`config.mk`:
```
export PLATFORM = sky130hd
export DESIGN_NAME = sqrt_arbiter_flat
export DESIGN_NICKNAME = d
export VERILOG_FILES = /design/src/rtl/sqrt_arbiter_if.sv /design/src/rtl/sqrt_arbiter.sv /design/src/flat_wrapper.sv
export SDC_FILE = /design/constraint.sdc
export NUM_CORES = 1
export LEC_CHECK = 0
export CAP_MARGIN = 15
export CORE_AREA = 2 2 69 64
export DETAILED_ROUTE_END_ITERATION = 10
export DIE_AREA = 0 0 71 66
export PLACE_DENSITY = 0.74
export SLEW_MARGIN = 20
export SYNTH_ARGS = -nofsm -noshare
export SYNTH_HDL_FRONTEND = slang
export SYNTH_SLANG_ARGS = --single-unit
```
`constraint.sdc`:
```
create_clock -name clk_i -period 1.6 [get_ports clk_i]
set_input_delay 0.16 -clock clk_i [delete_from_list [all_inputs] [get_ports clk_i]]
set_output_delay 0.16 -clock clk_i [all_outputs]
set_load 0.01 [all_outputs]
```
`src/rtl/sqrt_arbiter_if.sv`:
```
// Bus bundle between the requester fabric, the sqrt_arbiter and the shared
// sqrt_core. Signal names carry the direction as seen from the arbiter.
// slave  : arbiter side
// master : fabric/core side (testbench)
interface sqrt_arbiter_if #(
  parameter int N_REQ = 4
);
  localparam int ID_W = $clog2(N_REQ);

  logic [N_REQ-1:0]   req_valid_i;
  logic [N_REQ*8-1:0] req_x_i;
  logic [N_REQ-1:0]   req_ready_o;
  logic               rsp_valid_o;
  logic               rsp_ready_i;
  logic [ID_W-1:0]    rsp_id_o;
  logic [7:0]         rsp_r_o;
  logic               rsp_err_o;
  logic               core_enb_o;
  logic [7:0]         core_x_o;
  logic               core_busy_i;
  logic [7:0]         core_r_i;

  modport slave (
    input  req_valid_i, req_x_i, rsp_ready_i, core_busy_i, core_r_i,
    output req_ready_o, rsp_valid_o, rsp_id_o, rsp_r_o, rsp_err_o,
           core_enb_o, core_x_o
  );

  modport master (
    output req_valid_i, req_x_i, rsp_ready_i, core_busy_i, core_r_i,
    input  req_ready_o, rsp_valid_o, rsp_id_o, rsp_r_o, rsp_err_o,
           core_enb_o, core_x_o
  );
endinterface

```
`src/rtl/sqrt_arbiter.sv`:
```
// Round-robin scheduler sharing one sqrt_core between N_REQ requesters.
// One request in flight at a time; result returned tagged with requester id.
// Optional watchdog abort enabled by defining SQRT_ARB_WDOG_EN.
//
// state | meaning
// IDLE  | arbitrate, accept one request (combinational ready strobe)
// START | pulse core enable with the registered operand
// WAIT  | enable follows core busy; capture result when busy drops
// RESP  | hold response until the consumer accepts it
module sqrt_arbiter #(
  parameter int N_REQ    = 4,
  parameter int WDOG_CYC = 255
) (
  input  logic         clk_i,
  input  logic         rst_i,
  sqrt_arbiter_if.slave bus
);
  localparam int ID_W = $clog2(N_REQ);

  typedef enum logic [1:0] {IDLE, START, WAIT, RESP} state_t;

  state_t          state_q, state_d;
  logic [ID_W-1:0] rr_ptr_q, rr_ptr_d;
  logic [ID_W-1:0] id_q, id_d;
  logic [7:0]      x_q, x_d;
  logic [7:0]      r_q, r_d;
`ifdef SQRT_ARB_WDOG_EN
  logic            err_q, err_d;
  logic [7:0]      cnt_q, cnt_d;
`endif

  logic            gnt_vld;
  logic [ID_W-1:0] gnt_id;
  logic [N_REQ-1:0] req_ready;
  logic            core_enb;
  logic            rsp_valid;

  // Round-robin pick: first valid requester at or after rr_ptr, wrapping.
  always_comb begin
    int idx;
    gnt_vld = 1'b0;
    gnt_id  = '0;
    idx     = 0;
    // Scan from the farthest offset down so the nearest one wins last.
    for (int i = N_REQ - 1; i >= 0; i--) begin
      idx = int'(rr_ptr_q) + i;
      if (idx >= N_REQ) idx = idx - N_REQ;
      if (bus.req_valid_i[idx]) begin
        gnt_vld = 1'b1;
        gnt_id  = idx[ID_W-1:0];
      end
    end
  end

  // Next-state and output decode for the sequencing FSM.
  always_comb begin
    state_d   = state_q;
    rr_ptr_d  = rr_ptr_q;
    id_d      = id_q;
    x_d       = x_q;
    r_d       = r_q;
`ifdef SQRT_ARB_WDOG_EN
    err_d     = err_q;
    cnt_d     = cnt_q;
`endif
    req_ready = '0;
    core_enb  = 1'b0;
    rsp_valid = 1'b0;

    case (state_q)
      IDLE: begin
        if (gnt_vld) begin
          req_ready[gnt_id] = 1'b1;
          id_d    = gnt_id;
          x_d     = bus.req_x_i[int'(gnt_id)*8 +: 8];
          state_d = START;
        end
      end
      START: begin
        core_enb = 1'b1;
`ifdef SQRT_ARB_WDOG_EN
        cnt_d    = '0;
`endif
        state_d  = WAIT;
      end
      WAIT: begin
        // Enable drops in the very cycle busy falls so the core cannot rerun.
        core_enb = bus.core_busy_i;
        if (!bus.core_busy_i) begin
          r_d     = bus.core_r_i;
`ifdef SQRT_ARB_WDOG_EN
          err_d   = 1'b0;
`endif
          state_d = RESP;
        end
`ifdef SQRT_ARB_WDOG_EN
        else if (cnt_q == 8'(WDOG_CYC)) begin
          core_enb = 1'b0;
          r_d      = '0;
          err_d    = 1'b1;
          state_d  = RESP;
        end else begin
          cnt_d = cnt_q + 8'd1;
        end
`endif
      end
      RESP: begin
        rsp_valid = 1'b1;
        if (bus.rsp_ready_i) begin
          rr_ptr_d = (id_q == ID_W'(N_REQ - 1)) ? '0 : id_q + 1'b1;
`ifdef SQRT_ARB_WDOG_EN
          err_d    = 1'b0;
`endif
          state_d  = IDLE;
        end
      end
      default: state_d = IDLE;
    endcase
  end

  // State and datapath registers.
  always_ff @(posedge clk_i or posedge rst_i) begin
    if (rst_i) begin
      state_q  <= IDLE;
      rr_ptr_q <= '0;
      id_q     <= '0;
      x_q      <= '0;
      r_q      <= '0;
`ifdef SQRT_ARB_WDOG_EN
      err_q    <= 1'b0;
      cnt_q    <= '0;
`endif
    end else begin
      state_q  <= state_d;
      rr_ptr_q <= rr_ptr_d;
      id_q     <= id_d;
      x_q      <= x_d;
      r_q      <= r_d;
`ifdef SQRT_ARB_WDOG_EN
      err_q    <= err_d;
      cnt_q    <= cnt_d;
`endif
    end
  end

  // The ready strobe is combinational from the inputs, so mask it in reset.
  assign bus.req_ready_o = rst_i ? '0 : req_ready;
  assign bus.core_enb_o  = core_enb;
  assign bus.core_x_o    = x_q;
  assign bus.rsp_valid_o = rsp_valid;
  assign bus.rsp_id_o    = id_q;
  assign bus.rsp_r_o     = r_q;
`ifdef SQRT_ARB_WDOG_EN
  assign bus.rsp_err_o   = err_q;
`else
  assign bus.rsp_err_o   = 1'b0;
`endif

endmodule
```
`src/flat_wrapper.sv`:
```
// flat-port wrapper written by rule: the top's interface ports become plain ports
module sqrt_arbiter_flat 
#(
  parameter int N_REQ    = 4,
  parameter int WDOG_CYC = 255
)
  (clk_i, rst_i, bus_req_valid_i, bus_req_x_i, bus_rsp_ready_i, bus_core_busy_i, bus_core_r_i, bus_req_ready_o, bus_rsp_valid_o, bus_rsp_id_o, bus_rsp_r_o, bus_rsp_err_o, bus_core_enb_o, bus_core_x_o);
  sqrt_arbiter_if #(.N_REQ(N_REQ)) bus_i ();
  input  logic clk_i;
  input  logic rst_i;
  input wire logic [$bits(bus_i.req_valid_i)-1:0] bus_req_valid_i;
  input wire logic [$bits(bus_i.req_x_i)-1:0] bus_req_x_i;
  input wire logic [$bits(bus_i.rsp_ready_i)-1:0] bus_rsp_ready_i;
  input wire logic [$bits(bus_i.core_busy_i)-1:0] bus_core_busy_i;
  input wire logic [$bits(bus_i.core_r_i)-1:0] bus_core_r_i;
  output wire logic [$bits(bus_i.req_ready_o)-1:0] bus_req_ready_o;
  output wire logic [$bits(bus_i.rsp_valid_o)-1:0] bus_rsp_valid_o;
  output wire logic [$bits(bus_i.rsp_id_o)-1:0] bus_rsp_id_o;
  output wire logic [$bits(bus_i.rsp_r_o)-1:0] bus_rsp_r_o;
  output wire logic [$bits(bus_i.rsp_err_o)-1:0] bus_rsp_err_o;
  output wire logic [$bits(bus_i.core_enb_o)-1:0] bus_core_enb_o;
  output wire logic [$bits(bus_i.core_x_o)-1:0] bus_core_x_o;
  assign bus_i.req_valid_i = bus_req_valid_i;
  assign bus_i.req_x_i = bus_req_x_i;
  assign bus_i.rsp_ready_i = bus_rsp_ready_i;
  assign bus_i.core_busy_i = bus_core_busy_i;
  assign bus_i.core_r_i = bus_core_r_i;
  assign bus_req_ready_o = bus_i.req_ready_o;
  assign bus_rsp_valid_o = bus_i.rsp_valid_o;
  assign bus_rsp_id_o = bus_i.rsp_id_o;
  assign bus_rsp_r_o = bus_i.rsp_r_o;
  assign bus_rsp_err_o = bus_i.rsp_err_o;
  assign bus_core_enb_o = bus_i.core_enb_o;
  assign bus_core_x_o = bus_i.core_x_o;
  sqrt_arbiter #(.N_REQ(N_REQ), .WDOG_CYC(WDOG_CYC)) u_core (.clk_i(clk_i), .rst_i(rst_i), .bus(bus_i));
endmodule
```
==> out/metrics.csv, run 1 <==
stage;metric;value;unit
die;Die Height;66;um
clocking;root buffer cell;clkbuf_8;
critical_path;WP data arrival;1.56;ns
drt;DRC viols;0;
sta;Max Slew Vio Count;0;
final_layout;Final Net Count;283;
global_route;all-layer global routing usage;0.178;
die;Starting Density;0.336;
sta;final worst slack;-0.116;ns
clocking;worst-skew pair later-pin latency;0.27;ns
critical_path;kind of end point of the critical path;output pin;
job;Max-cap violations;0;
final_layout;share of layout cells above drive strength 1;0.351;
die;Core Box Area;3990;um2
synthesis;Seq/Total Area, Yosys;0.410;
power;Tot Pwr;4.41;mW
global_route;largest net degree at the start of global routing;20;
sta;Final period util;1.07;
clocking;H-tree depth;1;
synthesis;Synth Instances;127;
place;placed cell count;264;
power;P per Cell Area;1750;nW/um2
final_layout;area added between synthesis and finish;88.2;%
sta;Final Hold Viols;0;
final_layout;fin area;2520;um2
drt;total number of vias;1413;
clocking;clk buf depth;2;
synthesis;Synth Flop Type;dfrtp_1;
clocking;CTS sink cnt;22;
place;RD Place Congestion;0.833;
place;DP HPWL;2.97;mm
sta;Peak Freq;583;MHz
synthesis;Mapped Area;1340;um2
final_layout;ANT cells;0;
clocking;number of buffers created by CTS;3;
sta;final setup skew;0.00337;ns
global_route;first-pass GRT wire length;6.67;mm
global_route;vias in the first global route;1450;
power;VDD IR max;0.000659;V
synthesis;Avg Inst Size Synth;10.6;um2
die;Die W;71;um
clocking;CTS tree;done;
clocking;cts hold-fix bufs;0;
sta;Final min period;1.72;ns
synthesis;Warnings, synthesis;0;
power;leakage power;1.10;nW
critical_path;Max Fanout on Critical Path;4;
status;failing checks;setup timing;
die;Rows;22;
clocking;clk slew on worst S/H paths;0.09;ns
sta;setup TNS;-0.410;ns
hold_path;Worst Hold Class;input port to async pin;
sta;RSZ-0062 raised after global routing;yes;
critical_path;Critical Path RT;1.44;ns
global_route;initial antenna violation count;0;
final_layout;filler-free cell count of the finished design;276;
drt;Iter 0 DRT Violations;43;
final_layout;fillers;322;
die;area of the die;4690;um2
drt;final WL;4.26;mm
drt;WL per Instance;15.4;um
drt;antenna-violating nets left;0;
synthesis;post-synthesis register bit count;22;
synthesis;Yosys cell types;32;
synthesis;EDFF count, synth;0;
sta;# setup viols final;4;
synthesis;Post-synth ARST share;1.00;
synthesis;Syn Nets;181;
critical_path;Startpoint Class;flop;
critical_path;crit path kind;flop to output pin;
global_route;grt total ovfl;0;
drt;drt pass-1 iters;7;
place;Port-buffer cells;71;
die;Ports;73;
place;dpl cell area;2250;um2
drt;Vias/cell;5.12;
final_layout;final core occ;0.633;
status;outcome;finished with violations;
power by group:
group / switching (mW) / internal (mW) / total, mW
sequential: 0.169 / 0.850 / 1.02
clock: 0.194 / 0.334 / 0.529
combinational: 1.27 / 1.60 / 2.86
state kept, by name (all words and copies together), names as in the netlist:
signal               flops
u_core.bus.core_x_o      8
u_core.bus.rsp_id_o      2
u_core.bus.rsp_r_o       8
u_core.rr_ptr_q          2
u_core.state_q           2
path summary, 6_finish.rpt:
| kind | cells after the start | start | to | slack [ns] |
|---|---|---|---|---|
| setup / recovery | 5 | u_core.rr_ptr_q[0]$_DFFE_PP0P_ | bus_req_ready_o[2] | -0.12 |
| hold / removal | 3 | rst_i | u_core.bus.core_x_o[1]$_DFFE_PP0P_ | 0.40 |
| setup reg to reg | 8 | u_core.rr_ptr_q[0]$_DFFE_PP0P_ | u_core.bus.core_x_o[1]$_DFFE_PP0P_ | 0.04 |
| hold reg to reg | 1 | u_core.bus.rsp_id_o[0]$_DFFE_PP0P_ | u_core.rr_ptr_q[0]$_DFFE_PP0P_ | 0.51 |
| max in group asynchronous | 3 | rst_i | u_core.bus.core_x_o[7]$_DFFE_PP0P_ | 0.90 |
| min in group clk_i | 2 | bus_core_r_i[4] | u_core.bus.rsp_r_o[4]$_DFFE_PP0P_ | 0.50 |
kinds of logic (layout without fill, tap and decap cells):
logic type      count (synthesis)  count (layout)  share of synthesized area
compound gates                 35              36                      0.173
simple gates                   34              34                      0.166
flops                          22              22                      0.410
mux                            17              17                      0.135
buf+inv                        12             112                     0.0569
fa+ha+maj                       6               6                     0.0560
other cells                     1               1                    0.00280
critical path: stages (launching register included):
cell	delay (ns)
dfrtp_1	0.41
nor2b_2	0.16
nand4b_4	0.18
and2_4	0.19
and4_1	0.22
buf_6	0.11
Yosys cell counts, types with 2 or more instances:
master,number,area (um2)
buf_4,2,15.0
a21oi_1,2,10.0
ha_1,6,75.1
dfrtp_1,22,551
o21ai_2,3,26.3
a211oi_1,8,60.1
nand2b_1,4,25.0
and4_1,2,17.5
o21ai_0,10,50.1
o22ai_1,8,50.1
inv_1,5,18.8
and3_1,8,50.1
mux2i_1,8,80.1
nand2_1,8,30.0
nor4_1,2,12.5
nor2b_1,3,18.8
buf_6,3,33.8
mux2_2,9,101
cell type report:
class / instances / area [um2] / share of cell area
clock inverters: 1 / 30.0 / 0.0119
clock buffers: 3 / 41.3 / 0.0164
multi-input cells: 94 / 880 / 0.348
flip-flops and latches: 22 / 551 / 0.218
inverters: 5 / 18.8 / 0.00743
well taps: 48 / 60.1 / 0.0238
repair buffers: 103 / 945 / 0.374
cell usage in the layout (no fill, tap or decap), drive strengths merged, types with 2 or more instances in the layout:
cell | netlist | routed
mux2 | 9 | 9
dlygate4sd2 | 0 | 5
nor4 | 2 | 2
nand2b | 4 | 4
inv | 5 | 5
nand2 | 9 | 9
mux2i | 8 | 8
a21oi | 2 | 2
clkbuf | 2 | 3
dfrtp | 22 | 22
ha | 6 | 6
and3 | 8 | 8
buf | 5 | 37
clkdlybuf4s50 | 0 | 61
nand4b | 2 | 2
a211oi | 8 | 8
o21ai | 13 | 14
and4 | 2 | 2
o22ai | 8 | 8
nor2b | 3 | 3
per-layer routing:
layer  routed length, um  track usage
met5                   0            0
met4                  57       0.0401
met3                 179       0.0168
met2                2130        0.325
met1                1900        0.227
what timing repair did:
action                     4_1_cts  5_1_grt
pin swaps                        7       12
buffers inserted                 6        3
setup endpoints to repair       14       14
resized for setup               46       17
gates cloned                     0        1
through the flow:
step / worst slack (ns) / hold WS (ns)
CTS: -0.149 / 0.358
global placement: -0.612 / 0.489
global route: -0.202 / 0.431
finish: -0.116 / 0.401
floorplan: 0.0420 / 0.160
detailed placement: -0.635 / 0.494
(Power assumes the default switching activity.)
==> run 2, diff against run 1 <==
--- a/config.mk
+++ b/config.mk
@@ -6,10 +6,10 @@
 export NUM_CORES = 1
 export LEC_CHECK = 0
 export CAP_MARGIN = 15
-export CORE_AREA = 2 2 69 64
+export CORE_AREA = 2 2 63 59
 export DETAILED_ROUTE_END_ITERATION = 10
-export DIE_AREA = 0 0 71 66
-export PLACE_DENSITY = 0.74
+export DIE_AREA = 0 0 65 61
+export PLACE_DENSITY = 0.84
 export SLEW_MARGIN = 20
 export SYNTH_ARGS = -nofsm -noshare
 export SYNTH_HDL_FRONTEND = slang
==> constraint.sdc (replaced) <==
create_clock -name clk_i -period 2.1 [get_ports clk_i]
set_input_delay 0.21 -clock clk_i [delete_from_list [all_inputs] [get_ports clk_i]]
set_output_delay 0.21 -clock clk_i [all_outputs]
set_load 0.01 [all_outputs]
==> run 2 against run 1 <==
Effect of this change:
- the run still ends with setup timing left
- global-route usage up 5.7 points
- clock power down 52%
- utilization up 8.6 points
- via count up 1.7%
- setup slack better by 0.076 ns
- sequential power down 22%
- sequential share of layout area up 1.6 points
- register-to-register slack better by 0.09 ns
- wire length up 5.7%
- first-iteration DRC count up 88%
- clock-buffer cell count unchanged
- final area down 6.7%
==> out/metrics.csv, run 2 (synthesized netlist as in run 1, its figures left out) <==
stage;metric;value;unit;change
drt;drt pass-1 iters;4;;-3
place;Port-buffer cells;71;;unchanged
critical_path;slowest cell delay on critical path;0.45;ns;+0.04 ns
global_route;initial antenna violation count;0;;unchanged
final_layout;ANT cells;0;;unchanged
critical_path;Max Fanout on Critical Path;14;;+10
global_route;first-pass GRT wire length;7.04;mm;+5.5%
final_layout;final core occ;0.719;;+0.0861
sta;# setup viols final;1;;-3
die;area of the die;3970;um2;-15%
sta;Final Hold Viols;0;;unchanged
final_layout;commonest non-fill, non-tap cell in the layout;clkdlybuf4s50_1;;
critical_path;critical path's most frequent cell;buf_4;;
clocking;number of buffers created by CTS;3;;unchanged
sta;Max Slew Vio Count;0;;unchanged
global_route;all-layer global routing usage;0.235;;+0.0570
critical_path;crit-path leading delay family;buffers and inverters;;
sta;final setup skew;0.00492;ns;+0.00155 ns
die;Core Box Area;3280;um2;-18%
die;Die W;65;um;-8.5%
status;outcome;finished with violations;;
critical_path;crit path kind;input port to flop;;
drt;Vias/cell;5.32;;+4.0%
die;Die Height;61;um;-7.6%
status;failing checks;setup timing;;
die;Rows;20;;-9.1%
sta;final worst slack;-0.0393;ns;+0.0764 ns
final_layout;fillers;244;;-24%
hold_path;Worst Hold Class;input port to async pin;;
drt;WL per Instance;16.7;um;+8.1%
clocking;H-tree depth;1;;unchanged
critical_path;WP data arrival;2.30;ns;+0.74 ns
clocking;worst-skew pair later-pin latency;0.26;ns;about the same
drt;Iter 0 DRT Violations;81;;+88%
power;VDD IR max;0.000586;V;-11%
final_layout;most frequent cells in the layout;65 x clkdlybuf4s50_1, 32 x buf_4, 21 x dfrtp_1;;
clocking;cts hold-fix bufs;0;;unchanged
final_layout;register area;552;um2;+0.23%
clocking;clk buf depth;2;;unchanged
critical_path;CP cell instances;clkdlybuf4s50_1 -> or2_4 -> o31a_1 -> buf_4 -> buf_4 -> buf_4 -> o21ai_4 -> o21ai_0 -> o22ai_1;;
global_route;grt total ovfl;0;;unchanged
drt;antenna-violating nets left;0;;unchanged
die;Starting Density;0.409;;+0.0731
sta;Final period util;1.02;;
critical_path;WP buf/inv;4;;+3
clocking;clk slew on worst S/H paths;0.07;ns;-0.02 ns
clocking;CTS tree;done;;
drt;final WL;4.51;mm;+5.7%
sta;Final min period;2.14;ns;
critical_path;kind of end point of the critical path;flop;;
power;Tot Pwr;3.04;mW;-31%
critical_path;Critical Path RT;2.26;ns;+0.82 ns
place;RD Place Congestion;0.880;;+5.6%
global_route;vias in the first global route;1482;;+2.2%
clocking;root buffer cell;clkbuf_8;;
clocking;CTS sink cnt;22;;unchanged
final_layout;Final Net Count;282;;-0.35%
power;P per Cell Area;1290;nW/um2;-26%
die;Ports;73;;unchanged
final_layout;share of layout cells above drive strength 1;0.274;;-0.0765
final_layout;Multi-input gate area;753;um2;-14%
sta;Peak Freq;467;MHz;
drt;total number of vias;1437;;+1.7%
power;leakage power;1.06;nW;-4.0%
critical_path;CP max stage cell;clkdlybuf4s50_1;;
critical_path;Startpoint Class;input port;;
place;DP HPWL;3.40;mm;+15%
drt;DRC viols;0;;unchanged
global_route;largest net degree at the start of global routing;17;;-15%
job;Max-cap violations;0;;unchanged
final_layout;area added between synthesis and finish;75.7;%;
## run 2: cell count changes in the layout (fill, tap and decap cells not counted), moves of 2 or more
cell | previous run | this run
a211oi_1 | 0 | 8
a211oi_2 | 8 | 0
buf_2 | 4 | 0
buf_4 | 27 | 32
buf_6 | 6 | 0
clkbuf_2 | 0 | 2
clkdlybuf4s50_1 | 61 | 65
ha_4 | 2 | 0
nand2b_1 | 2 | 4
nor4_4 | 2 | 0
o21ai_0 | 8 | 10
o21ai_1 | 2 | 0
## run 2: where the power goes
| group | internal (mW) | switching, mW | total [mW] | leakage (nW) |
|---|---|---|---|---|
| clock network | 0.128 | 0.128 | 0.256 | 0.0216 |
| logic | 1.10 | 0.887 | 1.98 | 0.775 |
| registers | 0.650 | 0.149 | 0.799 | 0.261 |
| total | 1.87 | 1.16 | 3.04 | 1.06 |
## run 2: area by class of cell
cell class,instances,area share
Clock buffer,3,0.0175
Multi-Input combinational cell,93,0.320
Timing Repair Buffer,103,0.397
Sequential cell,22,0.234
Tap cell,44,0.0234
Inverter,5,0.00797
## run 2: stage by stage
step / std cells / instance area, um2 / TNS, ns / hold WS [ns] / setup slack [ns]
2_1_floorplan: 127 / 1340 / 0 / 0.210 / 0.445
3_3_place_gp: 257 / 2210 / -0.620 / 0.487 / -0.198
3_5_place_dp: 257 / 2210 / -1.59 / 0.498 / -0.347
4_1_cts: 266 / 2330 / 0 / 0.372 / 0.0501
5_1_grt: 270 / 2360 / -0.0481 / 0.412 / -0.0481
6_report: 270 / 2360 / -0.0393 / 0.397 / -0.0393
## run 2: what timing repair did
action,in CTS,in global routing
buffers inserted,6,4
endpoints found under the setup margin,4,4
gates resized for setup,16,6
endpoints found under the hold margin,0,0
pin swaps,2,0
## run 2: worst paths after layout
check | startpoint | to | slack (ns) | cells after the start
worst min register to register | u_core.bus.rsp_r_o[7]$_DFFE_PP0P_ | u_core.bus.rsp_r_o[7]$_DFFE_PP0P_ | 0.51 | 1
max in group asynchronous | rst_i | u_core.rr_ptr_q[1]$_DFFE_PP0P_ | 1.46 | 3
worst max register to register | u_core.state_q[0]$_DFFE_PP0P_ | u_core.bus.core_x_o[1]$_DFFE_PP0P_ | 0.13 | 9
worst min-delay path | rst_i | u_core.bus.core_x_o[4]$_DFFE_PP0P_ | 0.40 | 3
min in group clk_i | u_core.bus.rsp_r_o[7]$_DFFE_PP0P_ | u_core.bus.rsp_r_o[7]$_DFFE_PP0P_ | 0.51 | 1
worst max-delay path | bus_req_valid_i[1] | u_core.bus.core_x_o[1]$_DFFE_PP0P_ | -0.04 | 9
## run 2: per-layer routing
| layer | vias to the layer above | GRT usage | part of all wire |
|---|---|---|---|
| li1 | 669 | - | - |
| met1 | 692 | 0.297 | 0.42 |
| met2 | 65 | 0.415 | 0.50 |
| met3 | 11 | 0.0390 | 0.061 |
| met4 | 0 | 0.0760 | 0.018 |
| met5 | - | 0 | 0 |
## run 2: worst reg2reg max path, delay by kind of cell (launching register included)
kind                     cells  cell delay [ns]
AO/OA/AOI/OAI                4             0.73
flip-flops                   1             0.40
buffers and inverters        4             0.52
adder cells (fa/ha/maj)      1             0.20
